[config.mk]
export PLATFORM = sky130hd
export DESIGN_NAME = pulse_expander_flat
export DESIGN_NICKNAME = d
export VERILOG_FILES = /design/src/rtl/pulse_expander_if.sv /design/src/rtl/pulse_expander.sv /design/src/flat_wrapper.sv
export SDC_FILE = /design/constraint.sdc
export NUM_CORES = 1
export LEC_CHECK = 0
export CORE_MARGIN = 2
export CORE_UTILIZATION = 45
export DETAILED_ROUTE_END_ITERATION = 10
export PLACE_DENSITY = 0.71
export SLEW_MARGIN = 25
export SYNTH_ARGS = -nofsm -noshare
export SYNTH_HDL_FRONTEND = slang
export SYNTH_SLANG_ARGS = --single-unit
[constraint.sdc]
create_clock -name clock -period 3.5 [get_ports clock]
set_input_delay 0.7 -clock clock [delete_from_list [all_inputs] [get_ports clock]]
set_output_delay 0.7 -clock clock [all_outputs]
set_load 0.005 [all_outputs]
[src/rtl/pulse_expander_if.sv]
// Strobe-in / burst-out signal bundle for pulse_expander.
// The block driving pulse_in uses the master modport, and the expander uses the slave modport.
interface pulse_expander_if #(
  parameter int MAX_PENDING = 7
);
  localparam int PW = $clog2(MAX_PENDING + 1);

  logic          pulse_in;
  logic          level_out;
  logic          busy;
  logic [PW-1:0] pending;
  logic          overflow;

  modport master (
    output pulse_in,
    input  level_out,
    input  busy,
    input  pending,
    input  overflow
  );

  modport slave (
    input  pulse_in,
    output level_out,
    output busy,
    output pending,
    output overflow
  );
endinterface

[src/rtl/pulse_expander.sv]
// Turns single-cycle strobes into HIGH_CYCLES-long bursts, each followed by a GAP_CYCLES low gap.
// Strobes that arrive during a burst are held in a saturating count and replayed in order.
module pulse_expander #(
  parameter int HIGH_CYCLES = 1000,
  parameter int GAP_CYCLES  = 500,
  parameter int MAX_PENDING = 7
) (
  input  logic          clock,
  input  logic          reset,
  pulse_expander_if.slave bus
);
  localparam int MAXV = (HIGH_CYCLES > GAP_CYCLES) ? HIGH_CYCLES : GAP_CYCLES;
  localparam int CW   = (MAXV > 1) ? $clog2(MAXV) : 1;
  localparam int PW   = $clog2(MAX_PENDING + 1);

  localparam logic [CW-1:0] HIGH_LOAD = CW'(HIGH_CYCLES - 1);
  localparam logic [CW-1:0] GAP_LOAD  = CW'(GAP_CYCLES - 1);
  localparam logic [PW-1:0] PEND_MAX  = PW'(MAX_PENDING);

  typedef enum logic [1:0] {IDLE, HIGH, GAP} state_e;

  state_e        state_q, state_d;
  logic [CW-1:0] cnt_q, cnt_d;
  logic [PW-1:0] pending_q, pending_d;
  logic          level_q, level_d;
  logic          busy_q, busy_d;
  logic          ovf_q, ovf_d;
  logic          inc, consume;

  // NOTE: every signal assigned in this block gets a default first, so no latch can be inferred.
  always_comb begin
    state_d   = state_q;
    cnt_d     = cnt_q;
    pending_d = pending_q;
    ovf_d     = 1'b0;
    consume   = 1'b0;
    inc       = (state_q != IDLE) && bus.pulse_in;

    case (state_q)
      IDLE: begin
        if (bus.pulse_in) begin
          state_d = HIGH;
          cnt_d   = HIGH_LOAD;
        end
      end
      HIGH: begin
        if (cnt_q != '0) begin
          cnt_d = cnt_q - CW'(1);
        end else begin
          state_d = GAP;
          cnt_d   = GAP_LOAD;
        end
      end
      GAP: begin
        if (cnt_q != '0) begin
          cnt_d = cnt_q - CW'(1);
        end else if (pending_q != '0 || bus.pulse_in) begin
          state_d = HIGH;
          cnt_d   = HIGH_LOAD;
          consume = 1'b1;
        end else begin
          state_d = IDLE;
        end
      end
      default: state_d = IDLE;
    endcase

    // A strobe that lands on the consume edge with nothing queued is used directly.
    if (inc && !consume) begin
      if (pending_q == PEND_MAX) ovf_d = 1'b1;
      else                       pending_d = pending_q + PW'(1);
    end else if (!inc && consume) begin
      pending_d = pending_q - PW'(1);
    end

    level_d = (state_d == HIGH);
    busy_d  = (state_d != IDLE);
  end

  // NOTE: state registers use non-blocking assignments, so every register samples values from before the edge.
  always_ff @(posedge clock) begin
    if (reset) begin
      state_q   <= IDLE;
      cnt_q     <= '0;
      pending_q <= '0;
      level_q   <= 1'b0;
      busy_q    <= 1'b0;
      ovf_q     <= 1'b0;
    end else begin
      state_q   <= state_d;
      cnt_q     <= cnt_d;
      pending_q <= pending_d;
      level_q   <= level_d;
      busy_q    <= busy_d;
      ovf_q     <= ovf_d;
    end
  end

  assign bus.level_out = level_q;
  assign bus.busy      = busy_q;
  assign bus.pending   = pending_q;
  assign bus.overflow  = ovf_q;
endmodule

[src/flat_wrapper.sv]
// flat-port wrapper written by rule: the top's interface ports become plain ports
module pulse_expander_flat 
#(
  parameter int HIGH_CYCLES = 1000,
  parameter int GAP_CYCLES  = 500,
  parameter int MAX_PENDING = 7
)
  (clock, reset, bus_pulse_in, bus_level_out, bus_busy, bus_pending, bus_overflow);
  pulse_expander_if #(.MAX_PENDING(MAX_PENDING)) bus_i ();
  input  logic clock;
  input  logic reset;
  input wire logic [$bits(bus_i.pulse_in)-1:0] bus_pulse_in;
  output wire logic [$bits(bus_i.level_out)-1:0] bus_level_out;
  output wire logic [$bits(bus_i.busy)-1:0] bus_busy;
  output wire logic [$bits(bus_i.pending)-1:0] bus_pending;
  output wire logic [$bits(bus_i.overflow)-1:0] bus_overflow;
  assign bus_i.pulse_in = bus_pulse_in;
  assign bus_level_out = bus_i.level_out;
  assign bus_busy = bus_i.busy;
  assign bus_pending = bus_i.pending;
  assign bus_overflow = bus_i.overflow;
  pulse_expander #(.HIGH_CYCLES(HIGH_CYCLES), .GAP_CYCLES(GAP_CYCLES), .MAX_PENDING(MAX_PENDING)) u_core (.clock(clock), .reset(reset), .bus(bus_i));
endmodule
=== Word level (Yosys, flattened, before mapping) ===
Index checks and enable logic that the tools add are counted.

* Logic and storage cells: 50
* Output and inout port bits: 6
* Bits of input ports: 3
* Register bits: 18

* Add/sub/neg operators: 3
* Eq/ne operators: 7
* Multiplexer cells: 17
* Bitwise operators: 1
* Reduce and logical (&&, ||, !) cells: 16

{| class="wikitable"
|+ Operators by type and width
! kind !! count
|-
| 2-to-1 mux 10 bit || 4
|-
| case mux 10 bit (3 select lines) || 1
|-
| nonzero test 10 bit || 1
|-
| subtractor 10 x 1 -> 10 bit, second input constant || 1
|-
| 2-to-1 mux 3 bit || 3
|-
| 2-to-1 mux 2 bit || 3
|-
| case mux 2 bit (3 select lines) || 1
|-
| nonzero test 2 bit || 3
|-
| nonzero test 3 bit || 2
|-
| 2-to-1 mux 1 bit || 5
|-
| == test 2 x 1 -> 1 bit, second input constant || 2
|-
| inequality test 2 bit, second input constant || 2
|-
| adder 3 x 1 -> 3 bit, second input constant || 1
|-
| == test 3 bit, second input constant || 1
|-
| logical AND 1 bit || 3
|-
| inequality test 3 x 1 -> 1 bit, second input constant || 1
|-
| AND reduction 3 bit || 1
|-
| subtractor 3 x 1 -> 3 bit, second input constant || 1
|-
| == test 2 bit, second input constant || 1
|-
| logical NOT 1 bit || 2
|-
| logical NOT 2 bit || 1
|-
| AND reduction 2 bit || 1
|-
| OR reduction 2 bit || 1
|-
| logical OR 1 bit || 1
|-
| inverter 1 bit || 1
|}

=== Depth between registers and ports, before layout ===
Gate-level depths: netlist of the first run.

* Depth in word-level cells: 9
* Depth in mapped cells: 10
* Mapped depth without buffers: 10

=== Worst setup path before layout of the first run ===
OpenSTA, ideal clock, no wires.

* Path kind: input port to flip-flop
* From: input port bus_pulse_in
* To: register u_core.pending_q[2], in the netlist u_core.bus.pending[2]
* Stages: 8
* Path slack: 1,096 ps
* Required time: 3,379 ps
* Buffers on the path: 0
* Data arrival time: 2,283 ps
* Library setup time: 121 ps
* Cells stage by stage: or4_4 nand4_1 nand2_1 xor2_1 ha_1 nor4_2 a21oi_2 mux2_4

* Word-level cells in the longest chain between the ends: 8
* Elaborated cells between the ends (all ways): 13
* Those cells by class: eq/ne: 1; mux: 4; reduce/logical: 8

{| class="wikitable"
|+ RTL lines
! item !! RTL line !! RTL
|-
| start, declared || flat_wrapper.sv:12 || <nowiki>input wire logic [$bits(bus_i.pulse_in)-1:0] bus_pulse_in;</nowiki>
|-
| logical OR 1 bit || pulse_expander.sv:57 || <nowiki>end else if (pending_q != '0 || bus.pulse_in) begin</nowiki>
|-
| 2-to-1 mux 1 bit || pulse_expander.sv:57 ||
|-
| 2-to-1 mux 1 bit || pulse_expander.sv:55 || <nowiki>if (cnt_q != '0) begin</nowiki>
|-
| 2-to-1 mux 1 bit || pulse_expander.sv:39 || <nowiki>case (state_q)</nowiki>
|-
| logical NOT 1 bit || pulse_expander.sv:69 || <nowiki>if (inc && !consume) begin</nowiki>
|-
| logical AND 1 bit || pulse_expander.sv:69 ||
|-
| inequality test 2 bit (no source line) / nonzero test 2 bit (equally long branches) || -- ||
|-
| AND reduction 2 bit (no source line) || -- ||
|-
| end signal, assigned || pulse_expander.sv:92 || <nowiki>pending_q <= pending_d;</nowiki>
|-
| end, declared || pulse_expander.sv:24 || <nowiki>logic [PW-1:0] pending_q, pending_d;</nowiki>
|}

Parallel ways exist; a longest one is shown, timed or not.
A chain may end at the register's enable or synchronous reset.

=== Worst setup path in the final report of the first run ===
Ends and elaborated chain as after synthesis.

==> results of run 1 <==
[cell type report]
type | instances | area [sq um] | area share
inverters | 6 | 22.52 | 0.01693
multi-input cells | 109 | 793.3 | 0.5964
flip-flops and latches | 18 | 360.3 | 0.2709
repair buffers | 8 | 80.08 | 0.06021
clock buffers | 4 | 36.28 | 0.02728
well taps | 30 | 37.54 | 0.02822
[per-stage QoR]
step	cells	cell area (sq um)	utilization	power, mW	setup slack (ns)
5_1_grt	175	1330	0.5273	0.5746	0.7107
2_1_floorplan	137	1210	-	0.3775	1.096
3_3_place_gp	171	1294	0.5129	0.4084	0.5960
6_report	175	1330	0.5273	0.5412	0.8481
3_5_place_dp	171	1294	0.5129	0.4126	0.5159
4_1_cts	175	1330	0.5273	0.5475	0.8483
[per-layer routing]
metal / vias up / global-route usage
met5: - / 0
met4: 0 / 0.03401
met3: 3 / 0.04419
met2: 18 / 0.2670
met1: 494 / 0.2386
li1: 538 / -
[how the worst min path moves through the flow]
stage	from	endpoint	slack, ns	cells after the start
2_1_floorplan	u_core.bus.pending[2]	u_core.bus.overflow	0.51	2
5_1_grt	u_core.bus.pending[2]	u_core.bus.overflow	0.58	2
6_report	u_core.bus.pending[2]	u_core.bus.overflow	0.57	2
3_5_place_dp	u_core.bus.pending[2]	u_core.bus.overflow	0.55	2
4_1_cts	u_core.bus.pending[2]	u_core.bus.overflow	0.57	2
3_3_place_gp	u_core.bus.pending[2]	u_core.bus.overflow	0.54	2
[power by group through the flow]
stage               Sequential, mW  Combinational, mW  Clock [mW]
floorplan                    0.249              0.129           0
global placement             0.253              0.155           0
detailed placement           0.254              0.159           0
CTS                          0.249              0.159       0.139
global route                 0.253              0.179       0.142
finish                       0.250              0.160       0.132
[worst min-delay path: cells and delay by family, from the launching register on]
kind | cells | cell delay, ns
simple gates | 2 | 0.16
flops | 1 | 0.36
[registers in the layout, summed over array words and instances, names as in the netlist]
name and count:
u_core.state_q 2, u_core.bus.overflow 1, u_core.bus.busy 1, u_core.bus.pending 3, u_core.bus.level_out 1, u_core.cnt_q 10
[synth_stat cells (2+ instances only)]
cell type	count	area [sq um]
nor2b_1	4	25.02
a31oi_1	6	37.54
ha_1	7	87.58
nand4_1	2	12.51
xor2_1	3	26.28
o21ai_0	6	30.03
nor3_2	2	20.02
nor3b_1	2	15.01
o21a_1	2	15.01
o211ai_1	3	22.52
inv_1	6	22.52
and3_4	2	22.52
nand3_1	4	20.02
or2_2	2	12.51
nor2_1	13	48.80
dfxtp_1	18	360.4
o221a_2	4	45.04
a311oi_1	2	17.52
a21o_2	2	17.52
nor3_1	5	25.02
nand2_1	10	37.54
a21oi_1	6	30.03
a41oi_1	2	17.52
[cells by family after synthesis]
kind of cell | after synthesis
XOR/XNOR | 3
AND/OR/NAND/NOR | 54
buffers and inverters | 10
flip-flops | 18
multiplexers | 1
AO/OA/AOI/OAI | 44
adder cells (fa/ha/maj) | 7
==> run metrics, run 1 <==
crit path capture type flip-flop; first-pass GRT wire length around 4.3 mm; post-synthesis cell type count 47; Ys Warns 0; # hold bufs at CTS 0; Worst setup endpoint u_core.bus.pending[2]; Fin Clk Skew 0.002036 ns; simple-gate share of the synthesized area 0.2709; reg2reg start u_core.cnt_q[0]; Worst-Skew Late Latency approximately 0.30 ns; CP bufs+invs 1; status finished clean; gr ovfl total 0; Net count, final 156; sequential fraction of the synthesis area 0.2978; Max-cap violations 0; clock network fraction of total power 0.244; DR WL met2 approximately 1.2 mm; H-tree levels 1; TritonCTS Buffers 3; pin count of the biggest net entering global routing 19; CP required approximately 3.7 ns; Layout area overhead 9.928%; vias in the first global route between 900 and 1000; Cell Chain, Critical Path clkdlybuf4s50_1 > or4_4 > nand4_1 > nand2_1 > xor2_1 > ha_1 > nor4_2 > a21oi_2 > mux2_4; cts repair resizes 0; Gate Count Post-Synth ~140; adder-cell share of the synthesized area 0.07239; Top Ports 9; Syn Std Cell Area 0.001210 sq mm; NetSw ~0.18 mW; #FFs+latches synth 18; Leakage Power around 0.5 nW; endpoints failing hold 0; initial core utilization 0.4797; largest family of logic cells by synthesized area compound AO/OA/AOI/OAI gates; post-synthesis xor/xnor area fraction 0.02172; Max VDD drop 244.0 uV; Fin Hold WS ~0.57 ns; DRT Pass-1 Iters 4; CTS tree built; Critical Path Start Type primary input; critical path depth in cells 9; post-synthesis mux area share 0.01241; max_slew headroom 0.5922; most frequent cells in the layout dfxtp_1, nor2_1, nand2_1; Routed WL between 2 and 3 mm; Fmax 0.3771 GHz; crit-path max FO 4; Clock transition at path regs around 0.10 ns; Post-CTS Setup Inserts 0; PortBufs 8; RSZ-0062 raised after global routing no; initial antenna violation count 0; Slew Limit Fails 0; Final ANT Viol Nets 0; clk buf depth 2; top routing layer used met4; Rows 18; Tcrit/Tclk final 0.7577; ys async rst share 0; final setup vio count 0; routed length per placed instance approximately 15 microns; Residual DRC 0; Min-Delay Path Class flip-flop to flip-flop; critical path data arrival time ~2.9 ns; RR Endpoint u_core.bus.pending[2]; Detailed Place HPWL between 1.5 and 2 mm; commonest non-fill, non-tap cell in the layout dfxtp_1; logic gate share of total power 0.295; top_reg_cell synth dfxtp_1; Tmin final 2.652 ns; metal3 WL around 75 microns; chip height 55.85 microns; chip width ~56 microns; WS Path Type primary input to flip-flop; drt first-iter violations 29; R2R cell count 10; Core Region around 0.0025 sq mm; Compound-Gate Fraction of Synth Area 0.2782; worst slew pin tran a little over 0.6 ns; Int Power 0.3577 mW; average size of a mapped cell between 8 and 9 sq um; setup TNS 0 ns; critical path's slowest cell clkdlybuf4s50_1; n_diodes 0; sequential group share of total power 0.461; clock sinks 18; die area 0.003119 sq mm; Post-synth EDFFs 0; Switching Share 0.3392; R2R Setup Slk roughly 1.0 ns; Root Buffer clkbuf_4; Setup crit start bus_pulse_in; PD cells 406.9 mW/mm^2; vias 1053; Layout fillers approximately 240; Worst path max stage delay 0.45 ns; total track usage 0.1707; syn_nets 147; metal1 wirelength between 1 and 1.5 mm; layout cells sized above 1 0.1724; DR vias/cell 6.017; Final Wtd Congestion around 0.84; gate family responsible for the most delay along the worst path simple AND/OR/NAND/NOR gates
No activity file was read; power rests on OpenSTA's default activity.
==> run 2: changes to the inputs <==
==> constraint.sdc (replaced) <==
create_clock -name clock -period 2.5 [get_ports clock]
set_input_delay 0.5 -clock clock [delete_from_list [all_inputs] [get_ports clock]]
set_output_delay 0.5 -clock clock [all_outputs]
set_load 0.005 [all_outputs]
==> run 2 against run 1 <==
Net effect: worst hold slack got worse by 0.0058 ns; worst setup slack got worse by 0.73 ns; largest power group unchanged; critical path depth did not move; sequential power rose by 41%; flip-flop and latch count did not move; design area rose by 6.6%.
==> run metrics, run 2 (synthesis gave the netlist of run 1 again) <==
Max-cap violations 0; Layout area overhead 17.17%; gr ovfl total 0; initial core utilization 0.4797; vias about 1100; Final ANT Viol Nets 0; n_diodes 0; # hold bufs at CTS 0; worst slew pin tran between 0.5 and 0.6 ns; clock sinks 18; chip width 55.85 microns; total track usage 0.1797; Min-Delay Path Class flip-flop to flip-flop; Total Power roughly 0.78 mW; status finished clean; commonest non-fill, non-tap cell in the layout dfxtp_1; layout cells sized above 1 0.2273; Fmax 0.4203 GHz; CP bufs+invs 1; Leakage Power ~0.55 nW; Net count, final 165; gate family responsible for the most delay along the worst path simple AND/OR/NAND/NOR gates; drt first-iter violations 28; die area around 0.0031 sq mm; Clock transition at path regs approximately 0.11 ns; Fin Clk Skew 0.003691 ns; Cell Chain, Critical Path clkdlybuf4s50_1 > or4_4 > nand4_1 > nand2_1 > xor2_1 > ha_1 > nor4_4 > a21oi_2 > mux2_4; Top Ports 9; CTS tree built; max_slew headroom 0.6432; PD cells between 500 and 600 mW/mm^2; endpoints failing hold 0; H-tree levels 1; crit-path max FO 2; Core Region 0.002522 sq mm; Detailed Place HPWL about 2.0 mm; Tmin final about 2.4 ns; routed length per placed instance around 14 microns; Tcrit/Tclk final 0.9516; critical path's slowest cell clkdlybuf4s50_1; Final Wtd Congestion 0.7835; Largest Register u_core.cnt_q; crit path capture type flip-flop; WS Path Type primary input to flip-flop; Worst path max stage delay approximately 0.44 ns; CP required 2.70 ns; Rows 18; Routed WL 2.643 mm; RSZ-0062 raised after global routing no; TritonCTS Buffers 3; Residual DRC 0; most frequent cells in the layout dfxtp_1, nor2_1, nand2_1; Finished Core Util 0.5620; initial antenna violation count 0; Critical Path Start Type primary input; max reg flops 10; DR vias/cell 6.076; Max VDD drop 407.7 uV; clk buf depth 2; DRT Pass-1 Iters 4; final setup vio count 0; vias in the first global route about 990; Root Buffer clkbuf_4; Worst-Skew Late Latency ~0.30 ns; PortBufs 8; Slew Limit Fails 0; first-pass GRT wire length between 4 and 5 mm; critical path data arrival time between 2 and 3 ns; pin count of the biggest net entering global routing 13; chip height roughly 56 microns
run 2: timing repair:
item,in CTS,in global routing
hold endpoints to repair,0,0
setup endpoints to repair,0,1
gates resized for setup,0,3
setup buffers,0,0
run 2: power by group:
part           switching [mW]  leakage, nW  internal (mW)
logic                   0.131        0.380          0.115
clock network          0.0978       0.0210         0.0888
registers              0.0392        0.149          0.313
total                   0.268        0.550          0.517
run 2: worst min-delay path: cells and delay by family, from the launching register on:
family	cells	cell delay [ns]
simple gates	2	0.16
flops	1	0.37
run 2: final cells by class:
| class | count | area [sq um] |
|---|---|---|
| fillers | 233 | 1105 |
| multi-input cells | 109 | 813.3 |
| flip-flops and latches | 18 | 360.3 |
| repair buffers | 17 | 147.6 |
| well taps | 30 | 37.54 |
| clock buffers | 4 | 36.28 |
| inverters | 6 | 22.52 |
run 2: path summary, 6_finish.rpt:
path	depth (start not counted)	from	to	slack, ns
worst min register to register	2	u_core.bus.pending[0]	u_core.bus.overflow	0.56
worst min-delay path	2	u_core.bus.pending[0]	u_core.bus.overflow	0.56
worst max-delay path	9	bus_pulse_in	u_core.bus.pending[2]	0.12
worst max register to register	9	u_core.state_q[1]	u_core.bus.pending[2]	0.21
run 2: routing by layer:
metal | wire length, microns | vias to the layer above | track usage
met5 | 0 | - | 0
met4 | 11 | 0 | 0.03401
met3 | 116 | 2 | 0.04186
met2 | 1272 | 27 | 0.2840
met1 | 1242 | 534 | 0.2521
li1 | - | 555 | -
run 2: stage by stage:
| step | setup TNS [ns] | hold WS, ns | cell area [sq um] | worst slack, ns | std cells |
|---|---|---|---|---|---|
| floorplan | 0 | 0.5145 | 1210 | 0.2956 | 137 |
| global placement | -0.1033 | 0.5347 | 1361 | -0.1033 | 180 |
| detailed placement | -0.1879 | 0.5468 | 1361 | -0.1879 | 180 |
| CTS | 0 | 0.5642 | 1398 | 0.1223 | 184 |
| global route | 0 | 0.5884 | 1418 | 0.01304 | 184 |
| finish | 0 | 0.5593 | 1418 | 0.1210 | 184 |
==> run 3: changes to the inputs <==
--- a/config.mk
+++ b/config.mk
@@ -5,10 +5,14 @@
 export SDC_FILE = /design/constraint.sdc
 export NUM_CORES = 1
 export LEC_CHECK = 0
+export ABC_AREA = 0
+export CELL_PAD_IN_SITES_DETAIL_PLACEMENT = 1
+export CELL_PAD_IN_SITES_GLOBAL_PLACEMENT = 2
+export CORE_ASPECT_RATIO = 1.4
 export CORE_MARGIN = 2
-export CORE_UTILIZATION = 45
+export CORE_UTILIZATION = 35
 export DETAILED_ROUTE_END_ITERATION = 10
-export PLACE_DENSITY = 0.71
+export PLACE_DENSITY = 0.84
 export SLEW_MARGIN = 25
 export SYNTH_ARGS = -nofsm -noshare
 export SYNTH_HDL_FRONTEND = slang
==> run 3 against run 2 <==
Net effect: die area rose by 27%; design area rose by 3.2%; non-clock buffer count rose by 3; first-iteration DRC count fell by 46%; final cell count rose by 7.1%; critical path depth did not move; register-to-register slack barely moved; worst setup slack got worse by 0.0050 ns; critical path type unchanged.
==> run metrics, run 3 (synthesis gave the netlist of run 1 again) <==
status finished clean; Routed WL 3.161 mm; n_diodes 0; drt first-iter violations 15; die area a little under 0.004 sq mm; clock sinks 18; Layout area overhead 20.89%; RSZ-0062 raised after global routing no; endpoints failing hold 0; commonest non-fill, non-tap cell in the layout dfxtp_1; WS Path Type primary input to flip-flop; Final Wtd Congestion approximately 0.75; chip width between 50 and 60 microns; total track usage 0.1812; layout cells sized above 1 0.2420; most frequent cells in the layout dfxtp_1, nor2_1, buf_4; CTS tree built; top routing layer used met4; gr ovfl total 0; metal1 wirelength around 1.3 mm; Worst-Skew Late Latency 0.26 ns; Max VDD drop around 270 uV; first-pass GRT wire length between 5 and 6 mm; DRT Pass-1 Iters 4; pin count of the biggest net entering global routing 19; CP required 2.65 ns; Fin Clk Skew between 0.005 and 0.006 ns; Slew Limit Fails 0; Max-cap violations 0; Net count, final approximately 170; Root Buffer clkbuf_8; worst slew pin tran about 0.63 ns; critical path's slowest cell or4_4; max reg flops 10; max_slew headroom 0.5809; setup TNS 0 ns; metal3 WL 54 microns; Worst path max stage delay ~0.43 ns; initial antenna violation count 0; Largest Register u_core.cnt_q; H-tree levels 1; initial core utilization 0.3615; PortBufs 8; Leakage Power ~0.57 nW; vias in the first global route 1147; vias 1134; Fin Hold WS between 0.5 and 0.6 ns; PD cells 584.4 mW/mm^2; Residual DRC 0; Top Ports 9; Rows 25; Cell Chain, Critical Path clkdlybuf4s50_1 > or4_4 > nand4_1 > nand2_1 > xor2_1 > ha_1 > nor4_2 > a21oi_2 > mux2_4; Fmax roughly 0.42 GHz; Clock transition at path regs around 0.070 ns; Final ANT Viol Nets 0; Layout fillers ~420; TritonCTS Buffers 3; Tcrit/Tclk final 0.9536; Min-Delay Path Class flip-flop to flip-flop; chip height approximately 74 microns; DR WL met2 about 1.8 mm; crit-path max FO 2; critical path data arrival time 2.53 ns; DR vias/cell 5.756; Total Power about 0.85 mW; Core Region 0.003347 sq mm; routed length per placed instance approximately 16 microns; Critical Path Start Type primary input; crit path capture type flip-flop; Detailed Place HPWL ~2.5 mm; Tmin final 2.384 ns; final setup vio count 0; Post-CTS Setup Inserts 0; clk buf depth 2
run 3: cell count changes in the layout (fill, tap and decap cells not counted):
| cell | previous run | this run |
|---|---|---|
| buf_4 | 9 | 12 |
| clkbuf_4 | 3 | 0 |
| clkbuf_8 | 1 | 4 |
| nor4_2 | 0 | 1 |
| nor4_4 | 2 | 1 |
run 3: worst max-delay path: cells and delay by family:
family,cells,cell delay [ns]
AO/OA/AOI/OAI,1,0.07
XOR/XNOR,1,0.15
AND/OR/NAND/NOR,4,0.88
multiplexers,1,0.30
buffers and inverters,1,0.42
adder cells (fa/ha/maj),1,0.21
run 3: layout make-up:
cell class	instances	area, sq um	share of cell area
sequential	18	360.3	0.2464
clock buffer	4	55.05	0.03764
inverter	6	22.52	0.01540
timing repair buffer	20	170.2	0.1163
multi-input combinational	109	804.5	0.5500
tap	40	50.05	0.03422
run 3: through the flow:
stage	utilization	worst slack, ns	area (sq um)	instances
final	0.4370	0.1160	1463	197
after floorplan	-	0.2956	1210	137
after global placement	0.4172	-0.1220	1396	193
after CTS	0.4336	0.05324	1451	197
after global routing	0.4370	0.002006	1463	197
after detailed placement	0.4172	-0.1809	1396	193
run 3: metal layers:
| metal | up-vias | track usage |
|---|---|---|
| met1 | 555 | 0.1880 |
| met3 | 4 | 0.02439 |
| li1 | 560 | - |
| met4 | 0 | 0.04274 |
| met5 | - | 0 |
| met2 | 15 | 0.3604 |
run 3: power by group:
part,switching [mW],total (mW),internal (mW)
combinational,0.136,0.253,0.116
sequential,0.0382,0.351,0.313
clock,0.111,0.251,0.140
run 3: final timing paths:
path,from,endpoint,slack (ns),cells after the start
worst max register to register,u_core.state_q[1],u_core.bus.pending[2],0.20,9
worst min-delay path,u_core.bus.pending[2],u_core.bus.overflow,0.57,2
worst max-delay path,bus_pulse_in,u_core.bus.pending[2],0.12,9
worst min register to register,u_core.bus.pending[2],u_core.bus.overflow,0.57,2
run 3: what timing repair did:
item,4_1_cts,5_1_grt
endpoints found under the setup margin,0,1
hold buffers,0,0
gates resized for setup,0,2
